File: src/rtl/calculator_pkg.sv
// Shared seven-segment definitions: segment lookup, reverse decode and capture FSM states.
// The display driver encodes from the same SEG_LUT, so encode and decode cannot drift.
package calculator_pkg;

    // Lit patterns {g,f,e,d,c,b,a}; entry h is the glyph for hex digit h.
    localparam logic [15:0][6:0] SEG_LUT = {
        7'h71, 7'h79, 7'h5E, 7'h39, 7'h7C, 7'h77, 7'h6F, 7'h7F,
        7'h07, 7'h7D, 7'h6D, 7'h66, 7'h4F, 7'h5B, 7'h06, 7'h3F
    };

    typedef enum logic [1:0] {
        S_IDLE,
        S_SETTLE,
        S_HOLD
    } cap_state_t;

    // Returns {valid, nibble}; nibble is 0 when the pattern is not a hex glyph.
    function automatic logic [4:0] seg_to_hex(input logic [6:0] lit);
        logic [4:0] res;
        res = 5'd0;
        for (int i = 0; i < 16; i++) begin
            if (lit == SEG_LUT[i]) begin
                res = {1'b1, 4'(i)};
            end
        end
        return res;
    endfunction

endpackage

File: src/rtl/seg_sync.sv
// Two-flop synchroniser for the asynchronous display pins.
module seg_sync #(
    parameter int                DATA_W  = 8,
    parameter logic [DATA_W-1:0] RST_VAL = '0
) (
    input  logic              clk,
    input  logic              rst_n,
    input  logic [DATA_W-1:0] d,
    output logic [DATA_W-1:0] q
);

    (* ASYNC_REG = "TRUE" *) logic [DATA_W-1:0] meta_p0;
    (* ASYNC_REG = "TRUE" *) logic [DATA_W-1:0] sync_p1;

    always_ff @(posedge clk or negedge rst_n) begin
        if (!rst_n) begin
            meta_p0 <= RST_VAL;
            sync_p1 <= RST_VAL;
        end else begin
            meta_p0 <= d;
            sync_p1 <= meta_p0;
        end
    end

    assign q = sync_p1;

endmodule

File: src/rtl/seven_segment_capture.sv
// Watches a multiplexed seven-segment display and reconstructs a full frame of
// hex digits, decimal points and blank flags, published atomically.
module seven_segment_capture
    import calculator_pkg::*;
#(
    parameter int NUM_SEGMENTS  = 8,
    parameter int SETTLE_CYCLES = 4
) (
    input  logic                         clk,
    input  logic                         rst_n,
    input  logic [NUM_SEGMENTS-1:0]      anode,
    input  logic [7:0]                   cathode,
    output logic [NUM_SEGMENTS-1:0][3:0] encoded,
    output logic [NUM_SEGMENTS-1:0]      digit_point,
    output logic [NUM_SEGMENTS-1:0]      blank,
    output logic                         frame_done,
    output logic                         decode_err,
    output logic                         anode_err
);

    localparam logic [NUM_SEGMENTS-1:0] ANODE_OFF  = '1;
    localparam logic [7:0]              SETTLE_MAX = 8'(SETTLE_CYCLES);

    function automatic logic [7:0] sat_inc(input logic [7:0] v);
        return (v >= SETTLE_MAX) ? SETTLE_MAX : v + 8'd1;
    endfunction

    function automatic logic is_one_cold(input logic [NUM_SEGMENTS-1:0] a);
        return $countones(~a) == 1;
    endfunction

    logic [NUM_SEGMENTS-1:0]      anode_p1, anode_p2;
    logic [7:0]                   cathode_p1, cathode_p2;
    logic [7:0]                   stable_cnt;
    cap_state_t                   state, state_nxt;
    logic                         changed, idle_lvl, settled;
    logic                         do_sample, do_aerr;
    logic [NUM_SEGMENTS-1:0]      sel;
    logic [6:0]                   lit;
    logic [4:0]                   hex;
    logic                         lit_none, lit_bad;
    logic [NUM_SEGMENTS-1:0]      seen;
    logic                         frame_full;
    logic [NUM_SEGMENTS-1:0][3:0] enc_sh;
    logic [NUM_SEGMENTS-1:0]      dp_sh, blank_sh;

    // Stage p1: synchronised pins. Sync flops idle at the all-off level so
    // leaving reset does not look like every digit being lit.
    seg_sync #(
        .DATA_W  (NUM_SEGMENTS),
        .RST_VAL ({NUM_SEGMENTS{1'b1}})
    ) u_sync_anode (
        .clk   (clk),
        .rst_n (rst_n),
        .d     (anode),
        .q     (anode_p1)
    );

    seg_sync #(
        .DATA_W  (8),
        .RST_VAL (8'hFF)
    ) u_sync_cathode (
        .clk   (clk),
        .rst_n (rst_n),
        .d     (cathode),
        .q     (cathode_p1)
    );

    // Stage p2: previous value for change detection, plus stability counter.
    always_ff @(posedge clk or negedge rst_n) begin
        if (!rst_n) begin
            anode_p2   <= ANODE_OFF;
            cathode_p2 <= 8'hFF;
            stable_cnt <= 8'd0;
        end else begin
            anode_p2   <= anode_p1;
            cathode_p2 <= cathode_p1;
            stable_cnt <= changed ? 8'd0 : sat_inc(stable_cnt);
        end
    end

    assign changed  = (anode_p1 != anode_p2) || (cathode_p1 != cathode_p2);
    assign idle_lvl = (anode_p1 == ANODE_OFF);
    assign settled  = !changed && (stable_cnt == SETTLE_MAX - 8'd1);

    always_ff @(posedge clk or negedge rst_n) begin
        if (!rst_n) begin
            state <= S_IDLE;
        end else begin
            state <= state_nxt;
        end
    end

    always_comb begin
        state_nxt = state;
        do_sample = 1'b0;
        do_aerr   = 1'b0;
        case (state)
            S_IDLE: begin
                if (!idle_lvl) begin
                    state_nxt = S_SETTLE;
                end
            end
            S_SETTLE: begin
                if (changed) begin
                    state_nxt = idle_lvl ? S_IDLE : S_SETTLE;
                end else if (idle_lvl) begin
                    state_nxt = S_IDLE;
                end else if (settled) begin
                    do_sample = is_one_cold(anode_p1);
                    do_aerr   = !is_one_cold(anode_p1);
                    state_nxt = S_HOLD;
                end
            end
            S_HOLD: begin
                if (changed) begin
                    state_nxt = idle_lvl ? S_IDLE : S_SETTLE;
                end
            end
            default: state_nxt = S_IDLE;
        endcase
    end

    assign sel      = ~anode_p1;
    assign lit      = ~cathode_p1[6:0];
    assign hex      = seg_to_hex(lit);
    assign lit_none = (lit == 7'h00);
    assign lit_bad  = !lit_none && !hex[4];

    // Stage p3: per-digit shadows, collected until every digit has been seen.
    always_ff @(posedge clk or negedge rst_n) begin
        if (!rst_n) begin
            seen     <= '0;
            enc_sh   <= '0;
            dp_sh    <= '0;
            blank_sh <= '0;
        end else begin
            seen <= (frame_full ? '0 : seen) | (do_sample ? sel : '0);
            if (do_sample) begin
                for (int i = 0; i < NUM_SEGMENTS; i++) begin
                    if (sel[i]) begin
                        enc_sh[i]   <= hex[3:0];
                        dp_sh[i]    <= ~cathode_p1[7];
                        blank_sh[i] <= lit_none;
                    end
                end
            end
        end
    end

    assign frame_full = &seen;

    // Stage p4: atomic frame publish and sticky error flags.
    always_ff @(posedge clk or negedge rst_n) begin
        if (!rst_n) begin
            encoded     <= '0;
            digit_point <= '0;
            blank       <= '0;
            frame_done  <= 1'b0;
            decode_err  <= 1'b0;
            anode_err   <= 1'b0;
        end else begin
            frame_done <= frame_full;
            if (frame_full) begin
                encoded     <= enc_sh;
                digit_point <= dp_sh;
                blank       <= blank_sh;
            end
            if (do_sample && lit_bad) begin
                decode_err <= 1'b1;
            end
            if (do_aerr) begin
                anode_err <= 1'b1;
            end
        end
    end

endmodule

File: config.mk
export PLATFORM = sky130hd
export DESIGN_NAME = seven_segment_capture
export DESIGN_NICKNAME = d
export VERILOG_FILES = /design/src/rtl/calculator_pkg.sv /design/src/rtl/seg_sync.sv /design/src/rtl/seven_segment_capture.sv
export SDC_FILE = /design/constraint.sdc
export NUM_CORES = 1
export LEC_CHECK = 0
export CAP_MARGIN = 20
export CORE_ASPECT_RATIO = 0.5
export CORE_MARGIN = 8
export CORE_UTILIZATION = 56
export DETAILED_ROUTE_END_ITERATION = 7
export PLACE_DENSITY = 0.76
export SYNTH_ARGS = -nofsm -noshare
export SYNTH_HDL_FRONTEND = slang
export SYNTH_HIERARCHICAL = 1
export SYNTH_SLANG_ARGS = --single-unit
export TNS_END_PERCENT = 50
File: constraint.sdc
create_clock -name clk -period 5.88 [get_ports clk]
set_input_delay 0.882 -clock clk [delete_from_list [all_inputs] [get_ports clk]]
set_output_delay 0.882 -clock clk [all_outputs]
set_load 0.03 [all_outputs]
==> impl_results.md <==
* Starting DRC count in detailed routing at 481
* Lkg Pwr at 3.82 nW
* RePlAce Congestion at 0.770
* ANT nets after route at 0
* Core Box Area at 0.0111 sq mm
* Synth unique cells at 47
* Family with the most delay on the worst path: adder cells
* Max stage delay cell, worst path: or4_1
* Hold EP: u_sync_cathode/q[1]
* Fmax at 211 MHz
* Minimum clock period at 4740 ps
* Initial antenna violation count at 0
* CP arrival at 5030 ps
* Htree depth at 4
* Clk_lat worst skew at 420 ps
* Total CTS buffers at 17
* Die span in x at 168 microns
* Worst r2r dst: enc_sh[12]
* Hold depth at 0
* Clk root buf: clkbuf_16
* Ranking of synthesized cells by area: dfrtp_1 45%, dfstp_2 20%, nand2_1 8.8%
* Std cell rows at 27
* Worst Clk Skew at 9.03 ps
* CTS Hold Bufs at 0
* Via-to-Cell Ratio at 5.20
* Post-synthesis cell count at 536
* Gr usage total at 16.6%
* Mean Syn Cell Area at 12.0 sq um
* CP bufs+invs at 2
* Setup CP Type: flop to flop
* #FFs+latches synth at 165
* Slowest stage delay, CP at 820 ps
* Synth top cells by count: 152 x nand2_1, 117 x dfrtp_1, 48 x dfstp_2
* Top-area cell type share of the netlist area at 45.4%
* Hold wc startpoint: u_sync_cathode/meta_p0[1]
* Global-route wire length before repair at 20.4 mm
* CTS tree: done
* Die span in y at 91.9 microns
* RSZ-0062 raised after global routing: false
* Starting Density at 58.0%
* Ys async rst share at 100%
* Status: finished, final reports clean
* Hpwl dp at 8.00 mm
* Antenna cells at 0
* Post_cts resized at 0
* Hold Crit Class: flop to flop
* Most common cell in the netlist: nand2_1
* Final number of setup-violating endpoints at 0
* Power Density at 299 mW/mm^2
* Port Buf Inserts at 68
* Setup tns final at 0 ps
* Number of cells on the worst reg-to-reg path at 11
* GRT overflow at 0
* Clk sinks at 165
* Critical path cell sequence: fa_1 -> inv_1 -> fa_1 -> fa_1 -> ha_1 -> inv_1 -> fa_1 -> a2111oi_0 -> o211ai_1 -> or4_1 -> mux2_1
* Finished Core Util at 70.2%
* Largest regs: enc_sh: 32 flops, encoded: 32 flops
* Final Non-Filler Cells at 759
* Wirelength per Cell at 15.8 microns
* Pins Over Slew Limit at 0
* Syn-to-layout area delta at 20.9%
* Period utilization at 80.7%
* Drt total wl at 12.0 mm
* Worst-Margin Slew at 926 ps
* Largest net degree at the start of global routing at 106
* Max_cap viols at 0
* Critical path startpoint category: flop
* 1st-pass router iterations at 5
* R2R Setup Slk at 1140 ps
* Final hold vios at 0
* R2r startpoint: u_sync_anode/q[1]
* IO Pins at 69
* Worst Setup End Kind: flop
* Slew headroom at 37.6%
* VDD IR max at 0.221 mV
* Final net count at 629
* Vias at 3946
* Crit-path max FO at 10
* Vias in the first global route at 3978
* Share of cells above drive strength 1 at 17.6%
* Sequential area share after synthesis at 64.9%
* Remaining DRCs at 0
* DIE AREA at 0.0154 sq mm
* Required @ worst endpoint at 6170 ps
* Post-CTS setup buffers at 0
* Placed cell count at 727
* Yosys top cell by area: dfrtp_1
* Levels on crit path at 11
* CTS max path bufs at 2
* CTS clk-pin slew, worst paths at 60 ps
* Top FF cell, synth: dfrtp_1
* Cell mode on critical path: fa_1
* Netlist area before placement at 0.00645 sq mm
* Yosys warns at 6
* EDFF count, synth at 0
==> metrics by stage <==
step	power [mW]	instance area, sq um	hold WS [ps]	setup WS (ps)
final	2.33	7800	353	1140
after detailed placement	1.30	7230	347	1210
after global placement	1.30	7200	346	1380
after CTS	2.36	7800	352	1150
after floorplan	1.25	6460	345	1630
after global routing	2.42	7800	356	996
==> layer usage <==
metal | GRT usage, % | wire length [microns]
met1 | 22.7 | 5760
met2 | 24.7 | 5470
met3 | 4.92 | 650
met4 | 6.49 | 141
met5 | 0 | 0
==> worst max-delay path by stage <==
stage	start	endpoint
floorplan	u_sync_anode/q[1]	enc_sh[29]
global placement	u_sync_anode/q[1]	enc_sh[14]
detailed placement	u_sync_anode/q[1]	enc_sh[12]
CTS	u_sync_anode/q[1]	enc_sh[12]
global route	u_sync_anode/q[1]	enc_sh[12]
finish	u_sync_anode/q[1]	enc_sh[12]
==> worst register-to-register path, cell delays in order, from the launching register on <==
cell,delay [ps]
dfstp_2,590
fa_1,420
inv_1,70
fa_1,420
fa_1,500
ha_1,160
inv_1,50
fa_1,360
a2111oi_0,430
o211ai_1,360
or4_1,820
mux2_1,420
==> layout by cell type (no fill, tap or decap), types with 6 or more instances in the layout <==
cell,n
nand2_1,152
dfrtp_1,117
clkdlybuf4s50_1,67
dfstp_2,48
mux2_1,28
inv_1,26
xor2_1,17
clkbuf_16,17
o21ai_0,15
nor2_1,10
mux2_4,8
mux2i_1,8
or4_1,6
ha_1,6
==> report_power, final <==
| part | total [mW] | internal (mW) | switching, mW |
|---|---|---|---|
| Clock | 1.05 | 0.599 | 0.449 |
| Combinational | 0.0902 | 0.0350 | 0.0552 |
| Sequential | 1.19 | 1.17 | 0.0222 |
==> layout make-up <==
class | count | area [sq um]
Sequential cell | 165 | 4190
Clock buffer | 19 | 443
Clock inverter | 13 | 123
Fill cell | 774 | 3320
Multi-Input combinational cell | 320 | 2040
Tap cell | 145 | 181
Inverter | 26 | 97.6
Timing Repair Buffer | 71 | 724
==> cell families (layout without fill, tap and decap cells) <==
logic type               Yosys count  after routing  share of synthesized area, %
XOR/XNOR                          18             18                          2.44
AO/OA/AOI/OAI                     32             32                          3.07
multiplexers                      48             48                          8.69
flip-flops                       165            165                          64.9
AND/OR/NAND/NOR                  207            207                          14.6
adder cells (fa/ha/maj)           10             10                          2.41
other                              1              5                        0.0581
buffers and inverters             55            129                          3.78
(Power assumes the default switching activity.)
